### config.mk
export PLATFORM = sky130hd
export DESIGN_NAME = wb_two_master_arbiter
export DESIGN_NICKNAME = d
export VERILOG_FILES = /design/src/rtl/wb_arb_pkg.sv /design/src/rtl/wb_arb_timeout_cntr.sv /design/src/rtl/wb_two_master_arbiter.sv
export SDC_FILE = /design/constraint.sdc
export NUM_CORES = 1
export LEC_CHECK = 0
export CAP_MARGIN = 20
export CELL_PAD_IN_SITES_DETAIL_PLACEMENT = 1
export CELL_PAD_IN_SITES_GLOBAL_PLACEMENT = 2
export CORE_ASPECT_RATIO = 1.75
export CORE_UTILIZATION = 10
export CTS_BUF_LIST = sky130_fd_sc_hd__clkbuf_8
export DETAILED_ROUTE_END_ITERATION = 6
export PLACE_DENSITY = 0.95
export SLEW_MARGIN = 10
export SYNTH_ARGS = -nofsm -noshare
export SYNTH_HDL_FRONTEND = slang
export SYNTH_SLANG_ARGS = --single-unit
### constraint.sdc
create_clock -name WB_CLK -period 4.1 [get_ports WB_CLK]
set_clock_uncertainty 0.05 [all_clocks]
set_input_delay 0.82 -clock WB_CLK [delete_from_list [all_inputs] [get_ports WB_CLK]]
set_output_delay 0.82 -clock WB_CLK [all_outputs]
set_load 0.03 [all_outputs]
### src/rtl/wb_arb_pkg.sv
// wb_arb_pkg: shared arbiter state and grant encodings plus the default read value
package wb_arb_pkg;
  localparam logic [1:0] ARB_IDLE = 2'd0;
  localparam logic [1:0] ARB_GNT0 = 2'd1;
  localparam logic [1:0] ARB_GNT1 = 2'd2;
  localparam logic [1:0] GRANT_NONE = 2'b00;
  localparam logic [1:0] GRANT_M0 = 2'b01;
  localparam logic [1:0] GRANT_M1 = 2'b10;
  localparam logic [31:0] DEFAULT_READ_VALUE = 32'hBADFABAC;
endpackage

### src/rtl/wb_arb_timeout_cntr.sv
// wb_arb_timeout_cntr: counts unacked strobe cycles and forces a one-cycle ack at the limit
module wb_arb_timeout_cntr #(
  parameter int TIMEOUT_CNTR_WIDTH = 3,
  parameter int TIMEOUT_CYCLES = 7
) (
  input  logic clk,
  input  logic rst,
  input  logic act,
  input  logic ack,
  input  logic idle,
  output logic forced_ack,
  output logic timeout
);
  logic [TIMEOUT_CNTR_WIDTH-1:0] cnt_q, cnt_d;
  assign forced_ack = act & (cnt_q == TIMEOUT_CNTR_WIDTH'(TIMEOUT_CYCLES));
  assign timeout = forced_ack;
  always_comb cnt_d = (idle | ack | forced_ack) ? '0 : act ? cnt_q + 1'b1 : cnt_q;
  always_ff @(posedge clk) cnt_q <= rst ? '0 : cnt_d;
endmodule

### src/rtl/wb_two_master_arbiter.sv
// wb_two_master_arbiter: round-robin two-master Wishbone arbiter; WB_ARB_TIMEOUT_EN adds a forced-ack bus timeout
module wb_two_master_arbiter #(
  parameter int ADDRWIDTH = 17,
  parameter int DATAWIDTH = 32,
  parameter int TIMEOUT_CNTR_WIDTH = 3,
  parameter int TIMEOUT_CYCLES = 7,
  parameter logic [DATAWIDTH-1:0] DEFAULT_READ_VALUE = wb_arb_pkg::DEFAULT_READ_VALUE
) (
  input  logic                 WB_CLK,
  input  logic                 WB_RST,
  input  logic [ADDRWIDTH-1:0] M0_ADR,
  input  logic                 M0_CYC,
  input  logic                 M0_STB,
  input  logic                 M0_WE,
  input  logic [3:0]           M0_BYTE_STB,
  input  logic [DATAWIDTH-1:0] M0_WR_DAT,
  output logic [DATAWIDTH-1:0] M0_RD_DAT,
  output logic                 M0_ACK,
  input  logic [ADDRWIDTH-1:0] M1_ADR,
  input  logic                 M1_CYC,
  input  logic                 M1_STB,
  input  logic                 M1_WE,
  input  logic [3:0]           M1_BYTE_STB,
  input  logic [DATAWIDTH-1:0] M1_WR_DAT,
  output logic [DATAWIDTH-1:0] M1_RD_DAT,
  output logic                 M1_ACK,
  output logic [ADDRWIDTH-1:0] S_ADR,
  output logic                 S_CYC,
  output logic                 S_STB,
  output logic                 S_WE,
  output logic [3:0]           S_BYTE_STB,
  output logic [DATAWIDTH-1:0] S_WR_DAT,
  input  logic [DATAWIDTH-1:0] S_RD_DAT,
  input  logic                 S_ACK,
  output logic [1:0]           Grant_o,
  output logic                 Timeout_o
);
  import wb_arb_pkg::ARB_IDLE;
  import wb_arb_pkg::ARB_GNT0;
  import wb_arb_pkg::ARB_GNT1;
  import wb_arb_pkg::GRANT_NONE;
  import wb_arb_pkg::GRANT_M0;
  import wb_arb_pkg::GRANT_M1;
  logic [1:0] state_q, state_d;
  logic last_grant_q, last_grant_d, g0, g1, forced_ack;
  if (TIMEOUT_CYCLES < 1 || TIMEOUT_CYCLES >= 2 ** TIMEOUT_CNTR_WIDTH) begin : g_bad_timeout
    $error("TIMEOUT_CYCLES must fit in TIMEOUT_CNTR_WIDTH bits");
  end
  always_ff @(posedge WB_CLK) begin
    state_q <= WB_RST ? ARB_IDLE : state_d;
    last_grant_q <= WB_RST ? 1'b1 : last_grant_d;
  end
  always_comb begin
    state_d = state_q == ARB_GNT0 ? (M0_CYC ? ARB_GNT0 : ARB_IDLE) :
              state_q == ARB_GNT1 ? (M1_CYC ? ARB_GNT1 : ARB_IDLE) :
              M0_CYC & (~M1_CYC | last_grant_q) ? ARB_GNT0 :
              M1_CYC ? ARB_GNT1 : ARB_IDLE;
    last_grant_d = (state_q != ARB_GNT0 && state_q != ARB_GNT1 && state_d != ARB_IDLE) ?
                   state_d == ARB_GNT1 : last_grant_q;
  end
  assign g0 = state_q == ARB_GNT0;
  assign g1 = state_q == ARB_GNT1;
  always_comb begin
    S_CYC = g0 ? M0_CYC : g1 & M1_CYC;
    S_STB = g0 ? M0_STB : g1 & M1_STB;
    S_WE = g0 ? M0_WE : g1 & M1_WE;
    S_ADR = g0 ? M0_ADR : g1 ? M1_ADR : '0;
    S_BYTE_STB = g0 ? M0_BYTE_STB : g1 ? M1_BYTE_STB : '0;
    S_WR_DAT = g0 ? M0_WR_DAT : g1 ? M1_WR_DAT : '0;
    Grant_o = g1 ? GRANT_M1 : g0 ? GRANT_M0 : GRANT_NONE;
  end
  // a late slave ack in the forced-ack cycle wins, so its data is returned
  assign M0_ACK = g0 & (S_ACK | forced_ack);
  assign M1_ACK = g1 & (S_ACK | forced_ack);
  assign M0_RD_DAT = g0 & ~(forced_ack & ~S_ACK) ? S_RD_DAT : DEFAULT_READ_VALUE;
  assign M1_RD_DAT = g1 & ~(forced_ack & ~S_ACK) ? S_RD_DAT : DEFAULT_READ_VALUE;
`ifdef WB_ARB_TIMEOUT_EN
  wb_arb_timeout_cntr #(
    .TIMEOUT_CNTR_WIDTH(TIMEOUT_CNTR_WIDTH),
    .TIMEOUT_CYCLES(TIMEOUT_CYCLES)
  ) u_timeout (
    .clk(WB_CLK),
    .rst(WB_RST),
    .act(S_CYC & S_STB),
    .ack(S_ACK),
    .idle(~(g0 | g1)),
    .forced_ack(forced_ack),
    .timeout(Timeout_o)
  );
`else
  assign forced_ack = 1'b0;
  assign Timeout_o = 1'b0;
`endif
endmodule

-- After elaboration in Yosys (flattened, before gate mapping)
Index checks and enable logic that the tools add are counted.
W data, S select, Z words.
- output and inout port bits: 125
- register bits: 3
- input bits: 147
- word-level logic and storage cells: 36
- bitwise operators: 8
- multiplexer cells: 18
- reduce and logical (&&, ||, !) cells: 3
- eq/ne operators: 5
- operator list (cell ; number):
    $mux W32 ; 4
    $mux W17 ; 2
    $mux W2 ; 5
    $mux W4 ; 2
    $and A1 B1 Y1 ; 6
    $mux W1 ; 5
    $eq A2 B2 Y1 const B ; 2
    $eq A2 B1 Y1 const B ; 1
    $logic_and A1 B1 Y1 ; 2
    $ne A2 B1 Y1 const B ; 1
    $ne A2 B2 Y1 const B ; 1
    $reduce_bool A2 Y1 ; 1
    $not A1 Y1 ; 1
    $or A1 B1 Y1 ; 1

-- Logic depth before layout (Yosys ltp)
- depth in word-level cells: 8
- mapped depth: 6
- depth with buffers taken out: 5

-- Least setup slack after synthesis
OpenSTA, ideal clock, no wires.
- kind: register to output
- start point: register state_q[1]
- end point: output S_ADR[10]
- data required time: 3230 ps
- slack: 1460 ps
- path buffers: 2
- arrival time: 1770 ps
- cell stages (with the launch flop): 6
- path through: dfxtp_1 -> inv_1 -> ha_1 -> buf_4 -> buf_2 -> o21ai_0
- word-level cells in the longest chain between the ends: 3
- elaborated cells between the ends (all ways): 4
- those cells by class: eq/ne (2); mux (2)
- RTL lines (what ; RTL line ; RTL):
    from (decl) ; wb_two_master_arbiter.sv:44 ; logic [1:0] state_q, state_d;
    from (signal assigned) ; wb_two_master_arbiter.sv:50 ; state_q <= WB_RST ? ARB_IDLE : state_d;
    $eq A2 B2 Y1 ; wb_two_master_arbiter.sv:62 ; assign g1 = state_q == ARB_GNT1;
    $mux W17 ; wb_two_master_arbiter.sv:67 ; S_ADR = g0 ? M0_ADR : g1 ? M1_ADR : '0;
    $mux W17 (*) ; wb_two_master_arbiter.sv:67 ;
    to (decl) ; wb_two_master_arbiter.sv:27 ; output logic [ADDRWIDTH-1:0] S_ADR,
Mark *: on every way between the ends. The rest lies on a longest branch, timed or not.

-- Worst setup path in the final report
- start point: register state_q[1]
- end point: output S_ADR[1]
Same word-level chain as after synthesis.

==> flow_summary.ini <==
[worst_setup_path]
worstPathRequired_ns = 3.23
path_cells = inv_1, ha_4, buf_12, nand2_1, o21ai_0, clkdlybuf4s50_1
cp_max_fo = 78
cp-end-kind = output port
critPathSlowestCell = clkdlybuf4s50_1
critPathLaunchType = flop
crit_type = reg2out
worst_path_largest_cell_delay_ns = 0.72
reg2reg_depth = 6
worstPathArrival_ns = 2.50

[sta]
slew_viol_final = 0
relSlewSlack_pct = 54.8
max_freq_mhz = 297
tns_ns = 0
finalHoldViolCount = 0
min_period_ns = 3.37
setup_viol = 0
grt_setup_unrepaired = false
worst_slew_pin_slew_ns = 0.678
period_share_pct = 82.2

[clocking]
cts.sinks = 3
clkSlewWorstSetupHoldPaths_ns = 0.03
cts-root-buf = clkbuf_8
clkLatencyLatePin_ns = 0.22
cts_buffer_depth = 2
cts_buffers = 3
cts_tree = built
cts_setup_buffers = 0
cts.htree.levels = 1
cts-resized-gates = 0
ctsHoldBuffers = 0

[synthesis]
muxShareOfSynthArea_pct = 0
netlist_top_cells_area = nand2_1, nand2b_1, and2_1, o21ai_1, o21ai_0
syn_nets = 418
synth-seq-area-share_pct = 4.24
synth-simple-area-share_pct = 57.5
synth_cell_types = 20
yosysMostFrequentCell = nand2_1
netlist_area_sq_mm = 0.00142
synth_edf_count = 0
yosys.area.top_type = nand2_1
yosys_register_bits = 3
ys.flop_type = dfxtp_1
synthArstFlopShare_pct = 0
netlist.area_leader.share_pct = 27.0
yosysWarnings = 0
synth_fa_ha_area_share_pct = 1.77
synth_top_family_by_area = simple AND/OR/NAND/NOR gates
ys_top_cells_by_count = nand2_1, nand2b_1, o21ai_1, and2_1, o21ai_0
syn_area_per_cell_sq_um = 5.27
synth_compound_area_share_pct = 23.7
synth_xor_area_share_pct = 0
synth_cells = 269

[drt]
wl_mm = 9.96
vias_per_cell = 3.93
dr.pass1.iters = 4
initialDrtViolationCount = 41
wl_per_cell_um = 14.3
drtAntennaViolNets = 0
route.detailed.drc = 0
route.vias.total = 2741

[floorplanning]
die_x_um = 92.0
ios = 272
die_area_sq_mm = 0.0147
core.rowCount = 57
start_util_pct = 10.2
core_sq_mm = 0.0138
die_h_um = 160

[min_path]
hold_path_class = reg2reg
min_delay_path_depth = 2

[placement]
place.gp.congestion = 0.788
dp_hpwl_mm = 8.30
placedInstanceArea_sq_mm = 0.00423
port_buffers = 270

[layout]
fillers = 1740
area_delta_synth_final_pct = 202
utilization_pct = 30.9
final_cell_area_sq_mm = 0.00428
multi_input_area_sq_mm = 0.00119
drive_gt1_share_pct = 1.73
register_area_sq_um = 60.1
antenna_cells = 0
fin_nets = 670

[power_and_ir_drop]
vdd_drop_max_mv = 0.151
p_leak_nw = 1.50
p_per_area_mw_per_mm2 = 154

[run_status]
outcome = finished clean

[global_routing]
grt_pass1_vias = 2761
grt_max_degree = 79
track_usage_pct = 12.4
grt_pass1_wl_mm = 14.4
antenna_found_initial = 0
grt-ovfl-total = 0

[flow_run]
maxCapViolCount = 0
area by class of cell:
class                      count  area share (%)
clock buffer                   3           0.965
clock inverter                 1          0.0878
multi-input combinational    235            27.9
sequential                     3            1.40
timing repair buffer         273            64.0
inverter                       5           0.439
tap                          177            5.18
placed cells by master, fill, tap and decap left out:
cell,instances
nor2b_1,1
inv_1,6
buf_12,1
o211a_1,1
and2_1,24
a22o_1,6
ha_4,1
dfxtp_1,3
nand2b_1,42
o21ai_0,22
a21oi_1,1
nand2_1,102
clkbuf_8,3
o21ai_1,30
nor2_1,1
ha_2,1
buf_4,2
nor2b_2,1
clkdlybuf4s50_1,270
o211ai_1,1
conb_1,1
flip-flops by register name, indices dropped and copies added (netlist names):
signal        count
last_grant_q      1
state_q           2
per-stage QoR:
stage          setup slack [ns]  hold slack [ns]  cells  power, mW
2_1_floorplan              1.46            0.432    269      0.282
3_3_place_gp              0.941            0.459    693      0.569
3_5_place_dp              0.889            0.480    693      0.578
4_1_cts                   0.649            0.489    697      0.668
5_1_grt                   0.543            0.527    697      0.692
6_report                  0.728            0.477    697      0.657
metal layers:
layer	share of wire, %	up-vias	global-route usage [%]
li1	-	1347	-
met1	33	1244	11.3
met2	59	139	27.0
met3	6.9	11	1.81
met4	1.5	0	2.70
met5	0	-	0
critical path, delay by kind of cell (launching register included):
kind	cells	cell delay, ns
compound gates	1	0.13
flops	1	0.31
buf+inv	3	1.15
fa+ha+maj	1	0.55
simple gates	1	0.09
cell families after synthesis:
family | count (synthesis)
compound gates | 61
fa+ha+maj | 2
buf+inv | 31
flops | 3
other cells | 1
simple gates | 171
power by group:
group / switching [mW] / internal [mW]
Combinational: 0.266 / 0.272
Clock: 0.0218 / 0.0639
Sequential: 0.00179 / 0.0319
worst paths after layout:
check / start / end / slack (ns)
max: state_q[1] / S_ADR[1] / 0.73
max reg2reg: state_q[1] / last_grant_q / 2.19
min reg2reg: last_grant_q / last_grant_q / 0.48
min: last_grant_q / last_grant_q / 0.48
(Power assumes the default switching activity.)
